$ cat src/rtl/vga_timing_gen.sv
// vga_timing_gen: parametrised VGA raster timing with pixel enable, syncs, blanking and line/frame markers.
// Optional 16-bit frame_count output when VGA_TIMING_FRAME_CNT_EN is defined.
module vga_timing_gen #(
  parameter int CLK_DIV  = 4,
  parameter int CNT_W    = 11,
  parameter int H_ACTIVE = 640,
  parameter int H_FP     = 16,
  parameter int H_SYNC   = 96,
  parameter int H_BP     = 48,
  parameter int V_ACTIVE = 480,
  parameter int V_FP     = 10,
  parameter int V_SYNC   = 2,
  parameter int V_BP     = 33,
  parameter int HS_POL   = 0,
  parameter int VS_POL   = 0
) (
  input  logic             clk,
  input  logic             rst,
  input  logic             restart,
  output logic             pix_tick,
  output logic [CNT_W-1:0] pixel_x,
  output logic [CNT_W-1:0] pixel_y,
  output logic             hsync,
  output logic             vsync,
  output logic             hvideo_on,
  output logic             vvideo_on,
  output logic             video_on,
  output logic             line_start,
  output logic             frame_start
`ifdef VGA_TIMING_FRAME_CNT_EN
  , output logic [15:0]    frame_count
`endif
);
  localparam int H_TOTAL = H_ACTIVE + H_FP + H_SYNC + H_BP;
  localparam int V_TOTAL = V_ACTIVE + V_FP + V_SYNC + V_BP;
  localparam int DIV_W   = CLK_DIV > 1 ? $clog2(CLK_DIV) : 1;
  if (longint'(H_TOTAL) > (longint'(1) << CNT_W) || longint'(V_TOTAL) > (longint'(1) << CNT_W)) begin : g_size_err
    $error("vga_timing_gen: H_TOTAL/V_TOTAL do not fit in CNT_W");
  end
  localparam logic [DIV_W-1:0] DIV_LAST = DIV_W'(CLK_DIV - 1);
  localparam logic [CNT_W-1:0] H_LAST = CNT_W'(H_TOTAL - 1);
  localparam logic [CNT_W-1:0] V_LAST = CNT_W'(V_TOTAL - 1);
  localparam logic [CNT_W-1:0] H_ACT  = CNT_W'(H_ACTIVE);
  localparam logic [CNT_W-1:0] V_ACT  = CNT_W'(V_ACTIVE);
  localparam logic [CNT_W-1:0] HS_B   = CNT_W'(H_ACTIVE + H_FP);
  localparam logic [CNT_W-1:0] HS_E   = CNT_W'(H_ACTIVE + H_FP + H_SYNC - 1);
  localparam logic [CNT_W-1:0] VS_B   = CNT_W'(V_ACTIVE + V_FP);
  localparam logic [CNT_W-1:0] VS_E   = CNT_W'(V_ACTIVE + V_FP + V_SYNC - 1);
  localparam logic HS_A = HS_POL != 0;
  localparam logic VS_A = VS_POL != 0;
  logic [DIV_W-1:0] div, div_nxt;
  logic [CNT_W-1:0] x_nxt, y_nxt;
  logic h_wrap, v_wrap, ls_nxt, fs_nxt;
  // pix_tick mirrors div == DIV_LAST, so counters step in the clk after the tick is visible
  always_comb begin
    h_wrap  = pix_tick && pixel_x == H_LAST;
    v_wrap  = h_wrap && pixel_y == V_LAST;
    div_nxt = restart || div == DIV_LAST ? '0 : div + 1'b1;
    x_nxt   = restart || h_wrap ? '0 : pix_tick ? pixel_x + 1'b1 : pixel_x;
    y_nxt   = restart || v_wrap ? '0 : h_wrap ? pixel_y + 1'b1 : pixel_y;
    ls_nxt  = restart || h_wrap;
    fs_nxt  = restart || v_wrap;
  end
  always_ff @(posedge clk or posedge rst) begin
    if (rst) begin
      div         <= '0;
      pix_tick    <= 1'b0;
      pixel_x     <= '0;
      pixel_y     <= '0;
      hsync       <= !HS_A;
      vsync       <= !VS_A;
      hvideo_on   <= 1'b1;
      vvideo_on   <= 1'b1;
      video_on    <= 1'b1;
      line_start  <= 1'b0;
      frame_start <= 1'b0;
    end else begin
      div         <= div_nxt;
      pix_tick    <= div_nxt == DIV_LAST;
      pixel_x     <= x_nxt;
      pixel_y     <= y_nxt;
      hsync       <= x_nxt >= HS_B && x_nxt <= HS_E ? HS_A : !HS_A;
      vsync       <= y_nxt >= VS_B && y_nxt <= VS_E ? VS_A : !VS_A;
      hvideo_on   <= x_nxt < H_ACT;
      vvideo_on   <= y_nxt < V_ACT;
      video_on    <= x_nxt < H_ACT && y_nxt < V_ACT;
      line_start  <= ls_nxt;
      frame_start <= fs_nxt;
    end
  end
`ifdef VGA_TIMING_FRAME_CNT_EN
  always_ff @(posedge clk or posedge rst) begin
    if (rst) frame_count <= '0;
    else if (fs_nxt) frame_count <= frame_count + 16'd1;
  end
`endif
endmodule

$ cat config.mk
export PLATFORM = sky130hd
export DESIGN_NAME = vga_timing_gen
export DESIGN_NICKNAME = d
export VERILOG_FILES = /design/src/rtl/vga_timing_gen.sv
export SDC_FILE = /design/constraint.sdc
export NUM_CORES = 1
export LEC_CHECK = 0
export CORE_MARGIN = 2
export CORE_UTILIZATION = 50
export DETAILED_ROUTE_END_ITERATION = 10
export HOLD_SLACK_MARGIN = 0.15
export PLACE_DENSITY = 0.86
export SYNTH_ARGS = -nofsm -noshare
export SYNTH_HDL_FRONTEND = slang
export SYNTH_SLANG_ARGS = --single-unit
export TNS_END_PERCENT = 50
$ cat constraint.sdc
create_clock -name clk -period 2.6 [get_ports clk]
set_clock_uncertainty 0.1 [all_clocks]
set_input_delay 0.26 -clock clk [delete_from_list [all_inputs] [get_ports clk]]
set_output_delay 0.26 -clock clk [all_outputs]
set_load 0.01 [all_outputs]
---- Word-level counts from Yosys, hierarchy flattened ----
Cells that the tools add are included.
storage, ports and cells
  register bits ........................... 32
  bits of input ports ..................... 3
  logic and storage cells ................. 39
cells by class
  equality and inequality tests ........... 4
  reduce and logical (&&, ||, !) cells .... 8
  muxes and demuxes ....................... 7
  $lt $le $gt $ge ......................... 6
  $add $sub $neg .......................... 3
operators with widths
  kind                                                                                 count
  11-bit 2-to-1 mux                                                                    4
  11-bit by 1-bit adder with 11-bit output (second input constant)                     2
  11-bit by 10-bit == test with 1-bit output (second input constant)                   2
  11-bit by 10-bit >= comparator with 1-bit output (second input constant)             1
  11-bit by 9-bit >= comparator with 1-bit output (second input constant)              1
  11-bit by 10-bit less-or-equal comparator with 1-bit output (second input constant)  1
  11-bit by 9-bit less-or-equal comparator with 1-bit output (second input constant)   1
  11-bit by 10-bit < comparator with 1-bit output (second input constant)              1
  11-bit by 9-bit < comparator with 1-bit output (second input constant)               1
  1-bit logical AND                                                                    5
  2-bit == test (second input constant)                                                2
  1-bit logical OR                                                                     3
  2-bit by 1-bit adder with 2-bit output (second input constant)                       1
  1-bit 2-to-1 mux                                                                     2
  2-bit 2-to-1 mux                                                                     1

---- Logic depth before layout (Yosys ltp) ----
Gate-level depths: netlist of the first run.
  word-level depth ........................ 8
  mapped depth ............................ 8
  gate-level depth less buffers ........... 7

---- Worst setup path after synthesis of the first run ----
Ideal clock, no wire load.
  path type ............................... reg2reg
  start point ............................. register pixel_x[0]
  end point ............................... register vsync
  setup slack ............................. 0.636 ns
  setup time .............................. 0.090 ns
  required time ........................... 2.410 ns
  data arrival time ....................... 1.774 ns
  stages on the path, launching flop included .. 9
  path through ............................ dfrtp_1 -> ha_1 -> and4_4 -> and4_1 -> buf_6 -> and4b_1 -> o22ai_1 -> and4bb_4 -> nand4b_1
on the way
  longest elaborated chain between the ends .. 8
  elaborated cells between the ends (all ways) .. 10
ends and longest elaborated chain
  item                                                                                                                                  line  RTL
  start, declared                                                                                                                       21    output logic [CNT_W-1:0] pixel_x,
  start signal, assigned                                                                                                                80    pixel_x <= x_nxt;
  11-bit by 10-bit == test with 1-bit output *                                                                                          56    h_wrap = pix_tick && pixel_x == H_LAST;
  1-bit logical AND *                                                                                                                   56
  1-bit logical AND                                                                                                                     57    v_wrap = h_wrap && pixel_y == V_LAST;
  1-bit logical OR                                                                                                                      60    y_nxt = restart || v_wrap ? '0 : h_wrap ? pixel_y + 1'b1 : pixel_y;
  11-bit 2-to-1 mux *                                                                                                                   60
  11-bit by 9-bit >= comparator with 1-bit output / 11-bit by 9-bit less-or-equal comparator with 1-bit output (equally long branches)  83    vsync <= y_nxt >= VS_B && y_nxt <= VS_E ? VS_A : !VS_A;
  1-bit logical AND *                                                                                                                   83
  1-bit 2-to-1 mux *                                                                                                                    83
  end signal, assigned                                                                                                                  71    vsync <= !VS_A;
  end signal, assigned                                                                                                                  83
  end, declared                                                                                                                         24    output logic vsync,
Every way passes the cells marked *; elsewhere a longest branch is shown, timed or not.

---- Final worst setup path of the first run ----
  start point ............................. register pixel_x[0]
  end point ............................... register hsync
on the way
  longest elaborated chain between the ends .. 7
  elaborated cells between the ends (all ways) .. 10
ends and longest elaborated chain
  item                                                                                                                                    line  RTL
  branches (longest 3 deep; another with 11-bit by 1-bit adder with 11-bit output)                                                        --
  11-bit 2-to-1 mux *                                                                                                                     59    x_nxt = restart || h_wrap ? '0 : pix_tick ? pixel_x + 1'b1 : pixel_x;
  11-bit by 10-bit >= comparator with 1-bit output / 11-bit by 10-bit less-or-equal comparator with 1-bit output (equally long branches)  82    hsync <= x_nxt >= HS_B && x_nxt <= HS_E ? HS_A : !HS_A;
  1-bit logical AND *                                                                                                                     82
  1-bit 2-to-1 mux *                                                                                                                      82
  end signal, assigned                                                                                                                    70    hsync <= !HS_A;
  end signal, assigned                                                                                                                    82
  end, declared                                                                                                                           23    output logic hsync,
Every way passes the cells marked *.

==> metrics, run 1 <==
CTS Buffer Depth=2; post-CTS sizing=0; GRT overflow=0; Hold Fails Final Rpt=0; slack of the worst reg-to-reg path=0.38 ns; switching power=0.191 mW; Worst path slowest cell=dfrtp_1; DR DRC count=0; Post-Syn Instances=164; root buf cell=clkbuf_4; CP arrival=2.35 ns; Syn-to-layout area delta=25.5%; EDFF count, synth=0; worst flop-to-flop path startpoint=pixel_x[0]; Post-synth ARST share=100%; Sw Share=21.7%; CTS Hold Bufs=0; Mapped Area=1660 um2; main flop type after synthesis=dfrtp_1; largest net degree at the start of global routing=33; TritonCTS Buffers=5; Hold Slack=0.205 ns; worst r2r path cells=7; relative slew slack=74.0%; max-cap viol count=0; Yosys Warn Count=0; RSZ-0062 raised after global routing=no; Crit path max-delay family=simple AND/OR/NAND/NOR gates; Slew Limit Fails=0; Worst Tran Pin Value=0.390 ns; Detailed Routing Iterations Pass 1=4; fin crit period=2.22 ns; crit-path max FO=12; vias per cell=5.30; Power Dens Cells=424 nW/um2; clock insertion delay at the later pin of the skew report=0.32 ns; diode count=0; final antenna-violating net count=0; placer's final routability congestion estimate=0.933; Hold WC Path Type=input pin to async pin; nets@finish=206; IO Count=33; die area=3800 um2; setup bufs post-CTS=0; WL per Instance=13.7 um; Leak Pwr=0.836 nW; all-layer global routing usage=20.3%; Setup TNS=0 ns; vias in the first global route=1260; Starting Density=53.5%; area leader, netlist=dfrtp_1; clock share of power=35.2%; clock slew seen by the registers of the worst setup and hold paths=0.10 ns; Synth top area share=40.7%; H-tree depth=2; share of post-route cells with drive strength above 1=11.5%; peak supply drop=0.434 mV; Worst Path Required=2.72 ns; syn_nets=171; Starting DRT DRC Count=38; Syn Area/Cell=10.1 um2; status=finished, final reports clean; slowest stage delay, CP=0.43 ns; cell count along the critical path=7; post-synth cell types=42; detailed placement HPWL=2490 um; Logic pwr share=6.2%; critical-path cell list=ha_1 -> and4_4 -> and4_1 -> nor2_1 -> inv_1 -> nor4_1 -> nand4_1; width of the chip=61.6 um; CTS sink count=32; Critical Path Start Type=register; fin crit share=85.6%; Crit Path Category=register to register; via count=1294; register area share after synthesis=48.6%; Rows=20; Max Clk Rate=0.450 GHz; buffers plus inverters on the worst setup path=1; synthesized flop and latch total=32; initial antenna violation count=0; total core area=3100 um2; Worst Setup End Kind=register; final wirelength=3350 um; global-route wire length before repair=5660 um; top post-synthesis cells by area=dfrtp_1 41%, dfstp_2 7.9%, nor2_1 5.4%; P_int=0.692 mW; final setup violation count=0; FF-to-FF End=hsync; CTS tree=yes; IO Port Bufs=32; share of power burned in registers=58.5%; die height=61.6 um
-- sequential cells by signal (all words and copies together) (netlist names) --
signal       count
pixel_x         11
pixel_y         11
div              2
frame_start      1
hsync            1
hvideo_on        1
line_start       1
pix_tick         1
video_on         1
vsync            1
vvideo_on        1
-- cell usage after synthesis (all sizes together), types with 3 or more instances --
cell type and count:
nor4 3, buf 6, a21oi 6, ha 4, dfstp 5, nor2 24, xor2 9, xnor2 10
dfrtp 27, or3 4, nand2 15, nand3 4, and4 3, nor3 7, inv 5, o21ai 5
nand4 6
-- logic make-up after synthesis --
family / count (synthesis) / share of synthesized area (%)
flip-flops: 32 / 48.6
AO/OA/AOI/OAI: 17 / 6.48
AND/OR/NAND/NOR: 80 / 28.0
adder cells (fa/ha/maj): 4 / 3.01
multiplexers: 1 / 0.603
buffers and inverters: 11 / 3.24
XOR/XNOR: 19 / 10.0
-- worst max path at each step --
stage	start	end	slack (ns)
2_1_floorplan	pixel_x[0]	vsync	0.64
3_3_place_gp	pixel_x[0]	hsync	0.51
3_5_place_dp	pixel_x[0]	hsync	0.40
4_1_cts	pixel_x[0]	hsync	0.36
5_1_grt	pixel_x[0]	hsync	0.18
6_report	pixel_x[0]	hsync	0.38
-- per-layer routing --
| metal | vias up | part of all wire, % | global-route usage, % |
|---|---|---|---|
| met5 | - | 0 | 0 |
| met4 | 0 | 1.1 | 8.81 |
| met3 | 4 | 2.7 | 4.41 |
| met2 | 22 | 49 | 32.0 |
| met1 | 626 | 47 | 27.0 |
| li1 | 642 | - | - |
-- per-stage QoR --
step / area, um2 / setup slack [ns] / utilization [%] / std cells / power [mW]
2_1_floorplan: 1660 / 0.636 / - / 164 / 0.556
4_1_cts: 2080 / 0.365 / 67.2 / 244 / 0.893
3_5_place_dp: 2020 / 0.397 / 65.0 / 236 / 0.583
6_report: 2080 / 0.376 / 67.2 / 244 / 0.883
3_3_place_gp: 2020 / 0.505 / 65.0 / 236 / 0.579
5_1_grt: 2080 / 0.182 / 67.2 / 244 / 0.919
-- placed cells by master, fill, tap and decap left out, types with 5 or more instances in the layout --
| cell | n |
|---|---|
| xor2_1 | 9 |
| nand2_1 | 15 |
| clkbuf_4 | 5 |
| clkdlybuf4s50_1 | 32 |
| dfstp_2 | 5 |
| o21ai_0 | 5 |
| inv_1 | 5 |
| a21oi_1 | 6 |
| dfrtp_1 | 27 |
| nor2_1 | 24 |
| xnor2_1 | 10 |
| nor3_1 | 5 |
-- power groups by stage --
stage	combinational [mW]	sequential (mW)	clock, mW
after global placement	0.0537	0.525	0
after global routing	0.0623	0.519	0.338
after floorplan	0.0275	0.528	0
final	0.0550	0.517	0.311
after CTS	0.0561	0.517	0.319
after detailed placement	0.0562	0.527	0
-- area by class of cell --
cell class / count / area [um2]
multi-input combinational: 121 / 800
fill: 263 / 1020
sequential: 32 / 807
inverter: 5 / 18.8
timing repair buffer: 34 / 335
tap: 44 / 55.1
clock buffer: 8 / 68.8
-- tightest hold or removal path, cell delays in order --
cell and delay (ns):
clkdlybuf4s50_1 0.39, inv_1 0.05, buf_4 0.35
(Power assumes the default switching activity.)
==> run 2: changes to the inputs <==
- PLACE_DENSITY: 0.86 -> 0.77
==> metrics, run 2 (synthesis gave the netlist of run 1 again) <==
detailed placement HPWL=2440 um; Metal-1 WL=1560 um; Critical Path Start Type=register; CTS sink count=32; clock insertion delay at the later pin of the skew report=0.34 ns; Starting Density=53.5%; vias per cell=5.43; width of the chip=61.6 um; Syn-to-layout area delta=27.1%; Power Total=0.992 mW; Detailed Routing Iterations Pass 1=4; placed cell area=2020 um2; Met2 Routed Length=1670 um; RSZ-0062 raised after global routing=no; Leak Pwr=0.849 nW; fin crit period=2.20 ns; CTS tree=yes; placer's final routability congestion estimate=0.885; most common cell after layout, fill and taps aside=clkdlybuf4s50_1; GRT overflow=0; routed wl met3=145 um; setup bufs post-CTS=0; CP arrival=2.35 ns; Slew Limit Fails=0; worst r2r path cells=7; Rows=20; die height=61.6 um; Crit Path Category=register to register; global-route wire length before repair=5720 um; FF-to-FF End=hsync; share of post-route cells with drive strength above 1=12.0%; Worst Tran Pin Value=0.396 ns; TritonCTS Buffers=5; die area=3800 um2; clock slew seen by the registers of the worst setup and hold paths=0.10 ns; IO Count=33; cell total after placement=236; crit-path max FO=12; final antenna-violating net count=0; Hold WC Path Type=input pin to async pin; peak supply drop=0.281 mV; final setup violation count=0; Regs by FF count=pixel_x: 11 flops, pixel_y: 11 flops, div: 2 flops; Worst Setup End Kind=register; WL per Instance=14.1 um; most frequent cells in the layout=32 x clkdlybuf4s50_1, 27 x dfrtp_1, 24 x nor2_1; CTS Hold Bufs=0; slack of the worst reg-to-reg path=0.40 ns; Worst setup startpoint=pixel_x[0]; vias in the first global route=1243; DR DRC count=0; fin crit share=84.5%; Hold Fails Final Rpt=0; Hold Slack=0.196 ns; Setup TNS=0 ns; root buf cell=clkbuf_4; nets@finish=206; design area=2110 um2; diode count=0; worst flop-to-flop path startpoint=pixel_x[0]; IO Port Bufs=32; FF/Latch Area=807 um2; H-tree depth=2; non-filler cells, final=244; final wirelength=3430 um; relative slew slack=73.6%; via count=1326; all-layer global routing usage=20.7%; Starting DRT DRC Count=81; Max Clk Rate=0.455 GHz; CTS Buffer Depth=2; max-cap viol count=0; status=finished, final reports clean; Filler Cell Count=258; total core area=3100 um2; pre-CTS WS=0.410 ns; Final Util=68.0%; highest metal used=met4; largest net degree at the start of global routing=33; Power Dens Cells=470 nW/um2; Final WS setup=0.403 ns; initial antenna violation count=0; post-CTS sizing=0; area occupied by multi-input gates=800 um2; Worst Path Required=2.75 ns
[run 2: worst max-delay path, cell delays in order (launching register included)]
cell and delay [ns]:
dfrtp_1 0.43, ha_1 0.23, and4_4 0.17, and4_1 0.27
nor2_1 0.22, inv_1 0.23, nor4_1 0.32, nand4_1 0.15
[run 2: per-layer routing]
metal	global-route usage (%)	up-vias
li1	-	642
met1	26.8	642
met2	33.1	34
met3	6.30	8
met4	7.29	0
met5	0	-
[run 2: cell type report]
cell class	count	area share (%)
Inverter	5	0.889
Clock buffer	7	3.08
Timing Repair Buffer	34	15.9
Tap cell	44	2.61
Clock inverter	1	1.42
Sequential cell	32	38.2
Multi-Input combinational cell	121	37.9
[run 2: how the worst max path moves through the flow]
stage                        to  slack, ns  cells past startpoint
after floorplan           vsync       0.64                      8
after global routing      hsync       0.11                      7
after global placement    hsync       0.52                      7
after detailed placement  hsync       0.41                      7
final                     hsync       0.40                      7
after CTS                 hsync       0.38                      7
[run 2: report_power, final]
part	switching, mW	leakage [nW]	internal (mW)	total (mW)
registers	0.00906	0.422	0.508	0.517
logic	0.0294	0.375	0.0254	0.0548
clock network	0.165	0.0515	0.255	0.420
total	0.203	0.849	0.788	0.992
